### config.mk
export PLATFORM = sky130hd
export DESIGN_NAME = wptr_gray_gen
export DESIGN_NICKNAME = d
export VERILOG_FILES = /design/src/rtl/wptr_gray_gen.sv
export SDC_FILE = /design/constraint.sdc
export NUM_CORES = 1
export LEC_CHECK = 0
export CAP_MARGIN = 20
export CORE_UTILIZATION = 50
export DETAILED_ROUTE_END_ITERATION = 7
export GPL_ROUTABILITY_DRIVEN = 0
export PLACE_DENSITY_LB_ADDON = 0.12
export SYNTH_ARGS = -nofsm -noshare
export SYNTH_HDL_FRONTEND = slang
export SYNTH_SLANG_ARGS = --single-unit
### constraint.sdc
create_clock -name clk -period 4.2 [get_ports clk]
set_clock_uncertainty 0.05 [all_clocks]
set_input_delay 0.42 -clock clk [delete_from_list [all_inputs] [get_ports clk]]
set_output_delay 0.42 -clock clk [all_outputs]
set_load 0.01 [all_outputs]
### src/rtl/wptr_gray_gen.sv
// Write-side pointer generator for an async FIFO.
// Holds the binary write pointer, publishes a registered Gray pointer to the
// read domain, synchronises the read Gray pointer, and derives full,
// overflow and a pessimistic fill level. Entirely in the write clock domain.
module wptr_gray_gen #(
  parameter int unsigned ADDR_W = 5
) (
  input  logic                clk,
  input  logic                rst,
  input  logic                winc,
  input  logic [ADDR_W:0]     rgray_ip,
  output logic [ADDR_W-1:0]   waddr,
  output logic [ADDR_W:0]     wgray_op,
  output logic                wfull,
  output logic                wovf,
  output logic [ADDR_W:0]     wlevel
);

  localparam int unsigned PTR_W = ADDR_W + 1;

  logic [PTR_W-1:0] wbin_q,  wbin_d;
  logic [PTR_W-1:0] wgray_q, wgray_d;
  logic [PTR_W-1:0] rq1_q,   rq1_d;
  logic [PTR_W-1:0] rq2_q,   rq2_d;
  logic             wfull_q, wfull_d;
  logic             wovf_q,  wovf_d;

  logic             wpush;
  logic [PTR_W-1:0] full_ptr;
  logic [PTR_W-1:0] rbin_sync;

  // Next-state: pointer advance, Gray encode, full/overflow, sync pipeline
  always_comb begin
    wpush    = winc & ~wfull_q;
    wbin_d   = wbin_q + PTR_W'(wpush);
    wgray_d  = (wbin_d >> 1) ^ wbin_d;
    // Full when the write pointer is exactly one lap ahead of the read pointer:
    // in Gray code that is the read pointer with its two top bits inverted.
    full_ptr = {~rq2_q[PTR_W-1:PTR_W-2], rq2_q[PTR_W-3:0]};
    wfull_d  = (wgray_d == full_ptr);
    wovf_d   = winc & wfull_q;
    rq1_d    = rgray_ip;
    rq2_d    = rq1_q;
  end

  // State registers, cleared asynchronously by reset
  always_ff @(posedge clk or posedge rst) begin
    if (rst) begin
      wbin_q  <= '0;
      wgray_q <= '0;
      rq1_q   <= '0;
      rq2_q   <= '0;
      wfull_q <= 1'b0;
      wovf_q  <= 1'b0;
    end else begin
      wbin_q  <= wbin_d;
      wgray_q <= wgray_d;
      rq1_q   <= rq1_d;
      rq2_q   <= rq2_d;
      wfull_q <= wfull_d;
      wovf_q  <= wovf_d;
    end
  end

  // Decode the synchronised read pointer and form the write-side fill level
  always_comb begin
    rbin_sync = '0;
    for (int k = 0; k < int'(PTR_W); k++) begin
      rbin_sync[k] = ^(rq2_q >> k);
    end
  end

  assign waddr    = wbin_q[ADDR_W-1:0];
  assign wgray_op = wgray_q;
  assign wfull    = wfull_q;
  assign wovf     = wovf_q;
  assign wlevel   = wbin_q - rbin_sync;

endmodule

# After elaboration in Yosys (flattened, before gate mapping)
# Cells that the tools add are included.
[word_totals] word_cells=20 reg_bits=26
[op_classes] bitwise_logic=5 reduce_logical=6 n_addsub=2 n_eq_ne=1
[ops] operator="6-bit parity" n=6
[ops] operator="6-bit by 1-bit adder with 6-bit output" n=1
[ops] operator="6-bit == test" n=1
[ops] operator="6-bit subtractor" n=1
[ops] operator="5-bit by 6-bit bitwise XOR with 6-bit output" n=1
[ops] operator="1-bit bitwise AND" n=2
[ops] operator="2-bit inverter" n=1
[ops] operator="1-bit inverter" n=1

# Longest topological paths before layout
# Gate-level depths: netlist of run 1.
[logic_depth] ltp_word=5 depth_mapped=12

# Least setup slack after synthesis of run 1
# No wires, ideal clock.
[synth_path] path_type="reg2out" start="register rq2_q[5]" end="output wlevel[5]" arrival_ps=2499 slack_ps=1231 n_path_buf=0 t_required_ps=3730 path_stages_with_launch=11 path_cell_list="dfrtp_1 -> xnor2_2 -> xor2_2 -> xor2_2 -> xor2_2 -> ha_1 -> nor2b_1 -> o21ai_0 -> a21boi_0 -> or4_1 -> nand3_1"
[synth_between] elab_chain_cells=2 elab_cells_between_ends=7 cone_classes="add/sub: 1; reduce/logical: 6"
[synth_rtl] item="from (decl)" line="24" source="logic [PTR_W-1:0] rq2_q, rq2_d;"
[synth_rtl] item="from (signal assigned)" line="59" source="rq2_q <= rq2_d;"
[synth_rtl] item="6-bit parity" line="69" source="rbin_sync[k] = ^(rq2_q >> k);"
[synth_rtl] item="6-bit subtractor *" line="77" source="assign wlevel = wbin_q - rbin_sync;"
[synth_rtl] item="to (decl)" line="16" source="output logic [ADDR_W:0] wlevel"
# Every way passes the cells marked *; elsewhere a longest branch is shown, timed or not.

# Worst setup path in the final report of run 1
[layout_path] start="register rq2_q[4]" end="output wlevel[4]"
# The elaborated chain is that of the path after synthesis.

==> results of run 1 <==
==> power groups by stage <==
stage	Sequential (W)	Combinational [W]	Clock, W
2_1_floorplan	0.000385	0.000455	0
6_report	0.000381	0.000764	0.0000989
4_1_cts	0.000381	0.000763	0.000103
5_1_grt	0.000390	0.000834	0.000112
3_5_place_dp	0.000387	0.000761	0
3_3_place_gp	0.000384	0.000737	0
==> metal layers <==
metal	track usage, %	part of all wire, %	vias up
met4	8.11	1.6	0
li1	-	-	394
met2	29.5	51	24
met5	0	0	-
met1	20.5	44	383
met3	1.75	3.2	4
==> what timing repair did <==
item	4_1_cts	5_1_grt
endpoints found under the setup margin	0	2
resized for setup	0	1
setup buffers	0	2
==> logic make-up (layout without fill, tap and decap cells) <==
| family | Yosys count | after routing | synth area share (%) |
|---|---|---|---|
| XOR/XNOR | 25 | 25 | 22.8 |
| AO/OA/AOI/OAI | 9 | 9 | 4.30 |
| AND/OR/NAND/NOR | 25 | 25 | 9.91 |
| flip-flops | 25 | 25 | 50.1 |
| multiplexers | 1 | 1 | 0.801 |
| adder cells (fa/ha/maj) | 8 | 8 | 8.61 |
| buffers and inverters | 10 | 40 | 3.50 |
==> worst max-delay path by stage <==
stage / startpoint / to / slack [ps] / depth (start not counted)
floorplan: rq2_q[5] / wlevel[5] / 1230 / 10
global placement: rq2_q[5] / wlevel[5] / 620 / 11
detailed placement: rq2_q[5] / wlevel[5] / 520 / 11
CTS: rq2_q[5] / wlevel[5] / 170 / 11
global route: rq2_q[4] / wlevel[4] / -10 / 13
finish: rq2_q[4] / wlevel[4] / 250 / 13
==> state kept, by name, summed over array words and instances, names as in the netlist <==
register,flops
rq1_q,6
rq2_q,6
wbin_q,6
wgray_op,5
wfull,1
wovf,1
==> through the flow <==
| step | utilization (%) | area (µm²) | power, W |
|---|---|---|---|
| 5_1_grt | 69.4 | 1580 | 0.00134 |
| 4_1_cts | 68.7 | 1560 | 0.00125 |
| 2_1_floorplan | - | 1250 | 0.000840 |
| 3_3_place_gp | 67.6 | 1540 | 0.00112 |
| 6_report | 69.4 | 1580 | 0.00124 |
| 3_5_place_dp | 67.6 | 1540 | 0.00115 |
==> final cells by class <==
cell class / count / area (µm²)
Timing Repair Buffer: 29 / 285
Multi-Input combinational cell: 68 / 581
Fill cell: 169 / 697
Inverter: 7 / 26.3
Sequential cell: 25 / 626
Clock buffer: 4 / 26.3
Tap cell: 28 / 35.0
==> cell usage in the layout (no fill, tap or decap) <==
master            n
xnor2_2           1
clkdlybuf4s50_1  27
nor4b_1           1
nor3_1            2
or4_1             1
inv_1             7
xnor2_1           8
xor3_1            1
mux2i_1           1
a21boi_0          1
xnor3_1           1
and2_1            2
nor2b_1           2
o21ai_0           2
buf_4             2
nand2_1           9
nor2_1            3
xor2_2            4
a32oi_1           1
o211ai_1          1
fa_1              1
dfrtp_1          25
clkbuf_1          1
ha_1              7
xor2_1           10
and3_1            1
or3_1             1
o21ai_1           1
clkbuf_4          3
nand3_1           3
a21oi_1           3
==> summary.txt, run 1 <==
Routing
  – Wire length per cell: 12.4 µm
  – Routed WL: 1990 µm
  – Via count: 805
  – First DRT Iteration DRCs: 10
  – DRC: 0
  – Final ANT Viol Nets: 0
  – Vias/cell: 5.00
  – DRT Pass-1 Iters: 4

Logic synthesis
  – Syn nets: 120
  – Post-Syn Area: 1250 µm²
  – Avg Cell Area, Syn: 12.1 µm²
  – Yosys cell types: 28
  – EDFF count, synth: 0
  – Syn Inst Count: 103
  – Main synth FF type: dfrtp_1
  – Top cells by count, synth: dfrtp_1 (25), xor2_1 (10), nand2_1 (9)
  – Top cells by area, synth: dfrtp_1 (50%), ha_1 (7.0%), xor2_1 (7.0%), xnor2_1 (5.6%), xor2_2 (5.2%)
  – Ys Warns: 0
  – Asr flop ratio synth: 100%
  – Synth Register Bits: 25
  – Register area share after synthesis: 50.1%
  – Count leader, synth: dfrtp_1
  – Post-synth top area share: 50.1%
  – Synth area leader: dfrtp_1

Setup path
  – FF-to-FF path depth: 8
  – Crit end category: primary output
  – Max stage delay cell, worst path: clkdlybuf4s50_1
  – R2R setup slack: 1920 ps
  – Worst Path Buf+Inv: 2
  – CP max stage delay: 550 ps
  – R2r startpoint: wfull
  – Max FO, Critical Path: 3
  – FF-to-FF End: wfull
  – Critical-path cell list: xnor2_2, xor2_2, xor2_2, xor2_2, xnor2_1, ha_1, inv_1, fa_1, nand2_1, nand2_1, a21oi_1, xnor2_1, clkdlybuf4s50_1
  – CP top delay family: XOR/XNOR gates
  – Worst EP required: 3730 ps
  – Crit-path most repeated cell: xor2_2
  – WP data arrival: 3480 ps
  – Worst setup SP type: flop
  – Setup Crit Path Kind: reg -> out

Cells and area
  – Layout Cells excl Fill: 161
  – Antenna cells: 0
  – Synth-to-layout area growth: 26.3%
  – Nets: 151
  – Share of post-route cells with drive strength above 1: 7.52%

GRT
  – Initial antenna violation count: 0
  – First-pass GRT wire length: 3210 µm
  – Grt ovf: 0
  – Vias in the first global route: 792
  – Gr usage total: 16.8%
  – Largest net degree at the start of global routing: 26

Pwr
  – Logic pwr share: 61.4%
  – Cell Pwr Density: 788 nW/µm²
  – Psw: 0.000470 W
  – Leakage: 0.722 nW
  – P_int: 0.000773 W
  – Net Sw Frac: 37.8%
  – Clock power frac: 8.0%
  – Flop pwr share: 30.6%
  – Worst VDD drop: 0.462 mV

Placed design
  – Placed Cells: 155
  – IO buf count: 27
  – Post-Place Setup Slack: 522 ps
  – Dpl hpwl: 1590 µm

Clock tree
  – CTS Root Cell: clkbuf_4
  – Hold-fix buffers, CTS: 0
  – Clock Latency Late Sink: 300 ps
  – Total clock buffers created by CTS: 3
  – Clk sinks: 25
  – CTS Buffer Depth: 2
  – CTS tree: yes
  – CTS clock-pin slew for the worst setup and hold paths: 120 ps
  – H-tree levels: 1

Floorplan
  – Core area: 2280 µm²
  – Starting Density: 54.9%
  – Die area: 2700 µm²
  – # IOs: 28
  – Die X: 52 µm
  – Placement Rows: 17
  – Vert. Die Dim: 52 µm

STA
  – Final Max Tran Viols: 0
  – Fin crit period: 3950 ps
  – Rel. slew slack: 41.2%
  – Fin crit share: 93.9%
  – Sum Neg Setup Slack: 0 ps
  – Final setup viols: 0
  – Worst slew pin tran: 881 ps
  – Max Fclk: 253 MHz
  – Final setup margin: 255 ps
  – Hold Violations, Final: 0
  – WHS: 314 ps

Hold path
  – Hold Crit Class: reg -> reg
  – Worst hold start: rq1_q[0]
  – Hold Path Sink: rq2_q[0]
  – WHS Path Cells: 0

Job
  – Max-Cap Viols: 0

Status
  – Status: complete, no violations
Note: power is estimated with default switching activity, not from simulation.
==> run 2, diff against run 1 <==
Settings changed: CAP_MARGIN 20 to default.
==> results of run 2 <==
Final layout, timing and power as in run 1 (identical DEF).
